File: src/rtl/cpu_phase_gen.sv
// cpu_phase_gen: instruction-phase sequencer with programmable fetch/ALU windows,
// run/halt, single-step, wait-state stall, cycle-end pulse and retired-cycle counter.
module cpu_phase_gen #(
    parameter int NPHASE      = 8,
    parameter int PW          = $clog2(NPHASE),
    parameter int ALU_START   = 1,
    parameter int ALU_LEN     = 1,
    parameter int FETCH_START = 3,
    parameter int FETCH_LEN   = 4,
    parameter int CW          = 16
) (
    input  logic          clk,
    input  logic          reset,
    input  logic          run,
    input  logic          step,
    input  logic          stall,
    output logic [PW-1:0] phase,
    output logic          fetch,
    output logic          alu_ena,
    output logic          cycle_end,
    output logic          busy,
    output logic [CW-1:0] instr_cnt
);
    localparam logic [0:0] IDLE   = 1'b0;
    localparam logic [0:0] ACTIVE = 1'b1;

    if (NPHASE < 2 || ALU_START + ALU_LEN > NPHASE || FETCH_START + FETCH_LEN > NPHASE) begin : g_param_check
        $error("cpu_phase_gen: phase windows must fit inside NPHASE >= 2");
    end

    function automatic logic win(input logic [PW-1:0] p, input int s, input int l);
        return int'(p) >= s && int'(p) < s + l;
    endfunction

    logic [0:0]    state_q, state_d;
    logic          single_q, single_d;
    logic [PW-1:0] phase_q, phase_d;
    logic          fetch_q, fetch_d;
    logic          alu_q, alu_d;
    logic          cycle_end_q, cycle_end_d;
    logic [CW-1:0] cnt_q, cnt_d;
    logic          wrap;
    logic          cont;
    logic [PW-1:0] phase_inc;

    assign wrap      = phase_q == PW'(NPHASE - 1);
    assign phase_inc = phase_q + 1'b1;
    // back-to-back cycles only in free-run mode; a single step always returns to IDLE
    assign cont      = run && !single_q;

    always_comb begin
        state_d     = state_q;
        single_d    = single_q;
        phase_d     = phase_q;
        fetch_d     = fetch_q;
        alu_d       = alu_q;
        cycle_end_d = 1'b0;
        cnt_d       = cnt_q;
        if (state_q == IDLE) begin
            if (run || step) begin
                state_d  = ACTIVE;
                single_d = !run;
                phase_d  = '0;
                fetch_d  = win('0, FETCH_START, FETCH_LEN);
                alu_d    = win('0, ALU_START, ALU_LEN);
            end
        end else if (!stall) begin
            if (!wrap) begin
                phase_d = phase_inc;
                fetch_d = win(phase_inc, FETCH_START, FETCH_LEN);
                alu_d   = win(phase_inc, ALU_START, ALU_LEN);
            end else begin
                cycle_end_d = 1'b1;
                cnt_d       = cnt_q + 1'b1;
                phase_d     = '0;
                state_d     = cont ? ACTIVE : IDLE;
                fetch_d     = cont && win('0, FETCH_START, FETCH_LEN);
                alu_d       = cont && win('0, ALU_START, ALU_LEN);
            end
        end
    end

    always_ff @(negedge clk) begin
        if (reset) begin
            state_q     <= IDLE;
            single_q    <= 1'b0;
            phase_q     <= '0;
            fetch_q     <= 1'b0;
            alu_q       <= 1'b0;
            cycle_end_q <= 1'b0;
            cnt_q       <= '0;
        end else begin
            state_q     <= state_d;
            single_q    <= single_d;
            phase_q     <= phase_d;
            fetch_q     <= fetch_d;
            alu_q       <= alu_d;
            cycle_end_q <= cycle_end_d;
            cnt_q       <= cnt_d;
        end
    end

    assign phase     = phase_q;
    assign fetch     = fetch_q;
    assign alu_ena   = alu_q;
    assign cycle_end = cycle_end_q;
    assign busy      = state_q == ACTIVE;
    assign instr_cnt = cnt_q;
endmodule

File: config.mk
export PLATFORM = sky130hd
export DESIGN_NAME = cpu_phase_gen
export DESIGN_NICKNAME = d
export VERILOG_FILES = /design/src/rtl/cpu_phase_gen.sv
export SDC_FILE = /design/constraint.sdc
export NUM_CORES = 1
export LEC_CHECK = 0
export CAP_MARGIN = 20
export CELL_PAD_IN_SITES_DETAIL_PLACEMENT = 1
export CELL_PAD_IN_SITES_GLOBAL_PLACEMENT = 1
export CORE_MARGIN = 10
export CORE_UTILIZATION = 35
export DETAILED_ROUTE_END_ITERATION = 6
export HOLD_SLACK_MARGIN = 0.03
export PLACE_DENSITY_LB_ADDON = 0.1
export SYNTH_ARGS = -nofsm -noshare
export SYNTH_HDL_FRONTEND = slang
export SYNTH_SLANG_ARGS = --single-unit
File: constraint.sdc
create_clock -name clk -period 2.73 [get_ports clk]
set_clock_uncertainty 0.1 [all_clocks]
set_input_delay 0.546 -clock clk [delete_from_list [all_inputs] [get_ports clk]]
set_output_delay 0.546 -clock clk [all_outputs]
set_load 0.02 [all_outputs]
==> results of run 1 <==
==> final cells by class <==
type	count	share of cell area, %
tap	44	2.69
clock buffer	3	1.10
multi-input combinational	91	34.5
timing repair buffer	71	31.1
sequential	24	24.9
clock inverter	25	4.65
inverter	6	1.10
==> where the power goes <==
part | switching (uW) | internal, uW | total, uW
sequential | 3.13 | 356 | 359
combinational | 37.2 | 34.5 | 71.7
clock | 231 | 99.4 | 331
==> cells by family after synthesis <==
logic type	after synthesis	synth area share, %
AOI/OAI and AO/OA	19	11.0
xor gates and xnor gates	9	7.18
adders and majority gates	5	5.69
buffers and inverters	11	3.87
DFF	24	43.7
muxes	3	2.85
and+or+nand+nor	55	25.6
==> state kept, by name, indices dropped and copies added, names as in the netlist <==
register   cells
cycle_end      1
busy           1
instr_cnt     16
fetch          1
alu_ena        1
single_q       1
phase          3
==> synth_stat cells, types with 2 or more instances <==
| cell type | instances |
|---|---|
| mux2i_1 | 2 |
| nor2_1 | 20 |
| inv_1 | 7 |
| clkbuf_1 | 3 |
| dfxtp_1 | 24 |
| a211oi_1 | 2 |
| ha_1 | 5 |
| or3_1 | 2 |
| or4_1 | 4 |
| nand2_1 | 6 |
| o31ai_1 | 4 |
| nand3_1 | 5 |
| nor3_1 | 4 |
| nor4_1 | 2 |
| o21ai_0 | 2 |
| xor2_1 | 6 |
| a21oi_1 | 7 |
| nand4_1 | 5 |
| nor2b_1 | 2 |
| a22oi_1 | 3 |
| xnor2_1 | 3 |
==> what timing repair did <==
action                     CTS  global route
setup buffers                6             6
pin swaps                    9             9
setup endpoints to repair   46            36
gates resized for setup    172            18
==> worst paths after layout <==
check	startpoint	end	slack (ns)	cells after the start
min reg2reg	single_q	busy	0.46	3
max reg2reg	instr_cnt[4]	instr_cnt[13]	0.40	6
min	single_q	busy	0.46	3
max	instr_cnt[3]	instr_cnt[3]	-0.17	1
==> metal layers <==
metal / GRT usage (%) / vias up / routed length, um
met2: 23.8 / 32 / 2370
met3: 5.90 / 8 / 204
li1: - / 635 / -
met4: 6.82 / 0 / 73
met1: 11.1 / 627 / 1770
met5: 0 / - / 0
==> stage by stage <==
stage                     utilization, %  instances  power, uW  cell area (um^2)
final                               67.6        264        761              2050
after global routing                67.6        264        823              2050
after CTS                           63.3        258        759              1920
after detailed placement            55.5        225        486              1680
after global placement              55.5        225        483              1680
after floorplan                        -        126        452              1130
==> metrics, run 1 <==
Die Y 76.0 um; diodes inserted 0; CTS Buf Count 3; CP top delay family flip-flops; Storage cell area 509 um^2; syn avg cell area 8.72 um^2; Hold Path Class reg2reg; share of the synthesized area in the top cell type 43.7%; Post-Syn Area 0.00110 mm^2; status complete, but fails checks; Finish-stage setup viols 29; Hold Vio Cnt, Final 0; Worst EP required 2.08 ns; worst path bufs/invs 1; leakage 0.00102 uW; peak supply drop 0.000222 V; Core Region 0.00303 mm^2; sum of negative setup slack -3.32 ns; CTS tree done; WS Path Type reg2out; Slowest-stage cell, CP dfxtp_2; IO buf count 27; sequential element share of the synthesized area 43.7%; first drt pass iteration count 4; initial antenna violation count 0; Worst Max-Slew Pin Slew 0.605 ns; Slew HR 59.5%; row count 20; drt drc 0; Critical Path Fanout Max 2; global-route wire length before repair 6270 um; dpl hpwl 2500 um; top cell type by total area after synthesis dfxtp_1; share of post-route cells with drive strength above 1 52.7%; Power Density 372 mW/mm^2; DRT iter0 DRCs 56; max-slew violations 0; Starting Density 36.3%; DIE WIDTH 76.0 um; Yosys warnings 0; Fillers 346; setup ws final -0.170 ns; failing checks negative setup slack; CTS sink count 24; vias in the first global route 1419; Synth Instances 126; Ports 28; unrepaired setup endpoints after global routing yes; routed vias 1302; commonest non-fill, non-tap cell in the layout buf_4; routability cong. 0.759; H-tree levels 1; hold_buf cts 0; GRT Util Overall 12.8%; Critical Path Max Stage Delay 0.35 ns; Netlist cell types 29; async set-reset flop share out of synthesis 0%; CP arrival 2.25 ns; Via-to-Cell Ratio 4.93; Max Cap Violations 0; worst hold slack 0.460 ns; worst slack, placed -0.810 ns; largest net degree at the start of global routing 16; clock transition at the registers of the reported paths 0.07 ns; crit path launch type flop; Synth Register Bits 24; most frequent cells in the layout 42 x buf_4, 30 x inv_1, 26 x buf_6, 23 x dfxtp_2, 20 x nor2_1; DRT antenna net count 0; clk buf depth 2; drt wl/cell 16.8 um; Clock Tree Root clkbuf_4; Mapped Nets 136; Worst setup EP type output pin; Layout Nets 231; die area 0.00578 mm^2; wirelength, routed 4420 um; grt total ovfl 0; main flop type after synthesis dfxtp_1; number of synthesized flops with an enable pin 0; leading post-synthesis cells by cell area dfxtp_1 44%, nor2_1 6.8%, ha_1 5.7%, xor2_1 4.8%, a21oi_1 3.2%; crit path cell chain buf_6; Synth-to-Final Area Change 86.3%; area of the multi-input gates 707 um^2; worst skew pair latency 0.42 ns
No activity file was read; power rests on OpenSTA's default activity.
==> run 2: changes to the inputs <==
--- a/config.mk
+++ b/config.mk
@@ -12,7 +12,7 @@
 export CORE_UTILIZATION = 35
 export DETAILED_ROUTE_END_ITERATION = 6
 export HOLD_SLACK_MARGIN = 0.03
-export PLACE_DENSITY_LB_ADDON = 0.1
+export PLACE_DENSITY_LB_ADDON = 0.12
 export SYNTH_ARGS = -nofsm -noshare
 export SYNTH_HDL_FRONTEND = slang
 export SYNTH_SLANG_ARGS = --single-unit
==> run 2 against run 1 <==
Compared with the run above: the flow still finishes with violations (negative setup slack); routed wire length up 19%; combinational power up 12%; clock power up 3%; cell count up 0.76%; hold slack worse by 0.012 ns; non-clock buffer count up 3; sequential power about the same; core utilization up 0.45 points; highest routed layer unchanged.
==> metrics, run 2 (same netlist as run 1, synthesis figures left out) <==
status complete, but fails checks; failing checks negative setup slack; H-tree levels 1; CP arrival 2.27 ns; Die Y 76.0 um; clk buf depth 2; WS Path Type reg2out; area of the multi-input gates 707 um^2; Storage cell area 509 um^2; Clock Power Share 43.7%; grt total ovfl 0; first drt pass iteration count 4; Hold Vio Cnt, Final 0; worst skew pair latency 0.42 ns; DRT iter0 DRCs 122; wirelength, routed 5280 um; Core Region 0.00303 mm^2; CTS sink count 24; Synth-to-Final Area Change 87.6%; Max Cap Violations 0; share of post-route cells with drive strength above 1 53.2%; Sw Pwr 290 uW; peak supply drop 0.000289 V; Ports 28; setup ws final -0.182 ns; most frequent cells in the layout 46 x buf_4, 30 x inv_1, 25 x buf_6, 23 x dfxtp_2, 20 x nor2_1; dpl hpwl 2700 um; die area 0.00578 mm^2; GRT Util Overall 15.1%; Clock Tree Root clkbuf_4; crit path launch type flop; Critical Path Fanout Max 2; CTS Buf Count 3; max FFs per register 16; Gate power share 10.3%; max-slew violations 0; clock transition at the registers of the reported paths 0.06 ns; Slew HR 55.5%; commonest non-fill, non-tap cell in the layout buf_4; row count 20; P_int 491 uW; DIE WIDTH 76.0 um; routed vias 1385; WP depth 1; CTS tree done; crit path cell chain buf_6; sw frac 37.1%; Worst Max-Slew Pin Slew 0.665 ns; drt drc 0; vias in the first global route 1550; leakage 0.00100 uW; Finish-stage setup viols 34; Worst EP required 2.08 ns; Power Total 780 uW; global-route wire length before repair 7350 um; worst path bufs/invs 1; hold_buf cts 0; Reg2Reg Depth 6; initial antenna violation count 0; Critical Path Max Stage Delay 0.36 ns; worst slack, placed -0.826 ns; diodes inserted 0; worst hold slack 0.448 ns; unrepaired setup endpoints after global routing yes; Fillers 354; Layout Nets 234; Slowest-stage cell, CP dfxtp_2; drt wl/cell 19.8 um; Hold Path Class reg2reg; CP top delay family flip-flops; Via-to-Cell Ratio 5.21; Power Density 379 mW/mm^2; hold depth 2; DRT antenna net count 0; IO buf count 27; Starting Density 36.3%; Worst setup EP type output pin; Flop pwr share 46.0%; routability cong. 0.810; largest net degree at the start of global routing 13
run 2: layout make-up:
type | count | share of cell area, %
Clock buffer | 3 | 1.09
Clock inverter | 24 | 4.37
Inverter | 6 | 1.09
Multi-Input combinational cell | 91 | 34.3
Sequential cell | 24 | 24.7
Tap cell | 44 | 2.67
Timing Repair Buffer | 74 | 31.8
run 2: stage by stage:
step	area, um^2	instances	util (%)	setup TNS, ns
2_1_floorplan	1130	126	-	-1.91
3_3_place_gp	1690	226	55.7	-18.30
3_5_place_dp	1690	226	55.7	-19.63
4_1_cts	1940	257	64.0	-3.27
5_1_grt	2060	266	68.1	-5.26
6_report	2060	266	68.1	-3.94
run 2: power groups by stage:
stage | combinational (uW) | clock (uW) | sequential (uW)
floorplan | 24.5 | 56.0 | 371
global placement | 63.2 | 56.0 | 365
CTS | 69.8 | 319 | 359
global route | 84.7 | 393 | 359
detailed placement | 66.1 | 56.0 | 365
finish | 80.0 | 341 | 359
run 2: path summary, 6_finish.rpt:
path | from | to | slack [ns]
worst max register to register | instr_cnt[3] | instr_cnt[13] | 0.29
worst max-delay path | instr_cnt[1] | instr_cnt[1] | -0.18
worst min-delay path | single_q | single_q | 0.45
worst min register to register | single_q | single_q | 0.45
run 2: what timing repair did:
item	CTS	global route
setup endpoints to repair	46	31
resized for setup	177	11
pin swaps	6	6
setup buffers	5	9
run 2: routing by layer:
metal  wire length (um)  vias to the layer above  share of wire, %  global-route usage, %
li1                   -                      637                 -                      -
met1               2080                      689                39                   13.7
met2               2830                       47                54                   27.0
met3                241                       12               4.6                   6.13
met4                131                        0               2.5                   10.0
met5                  0                        -                 0                      0
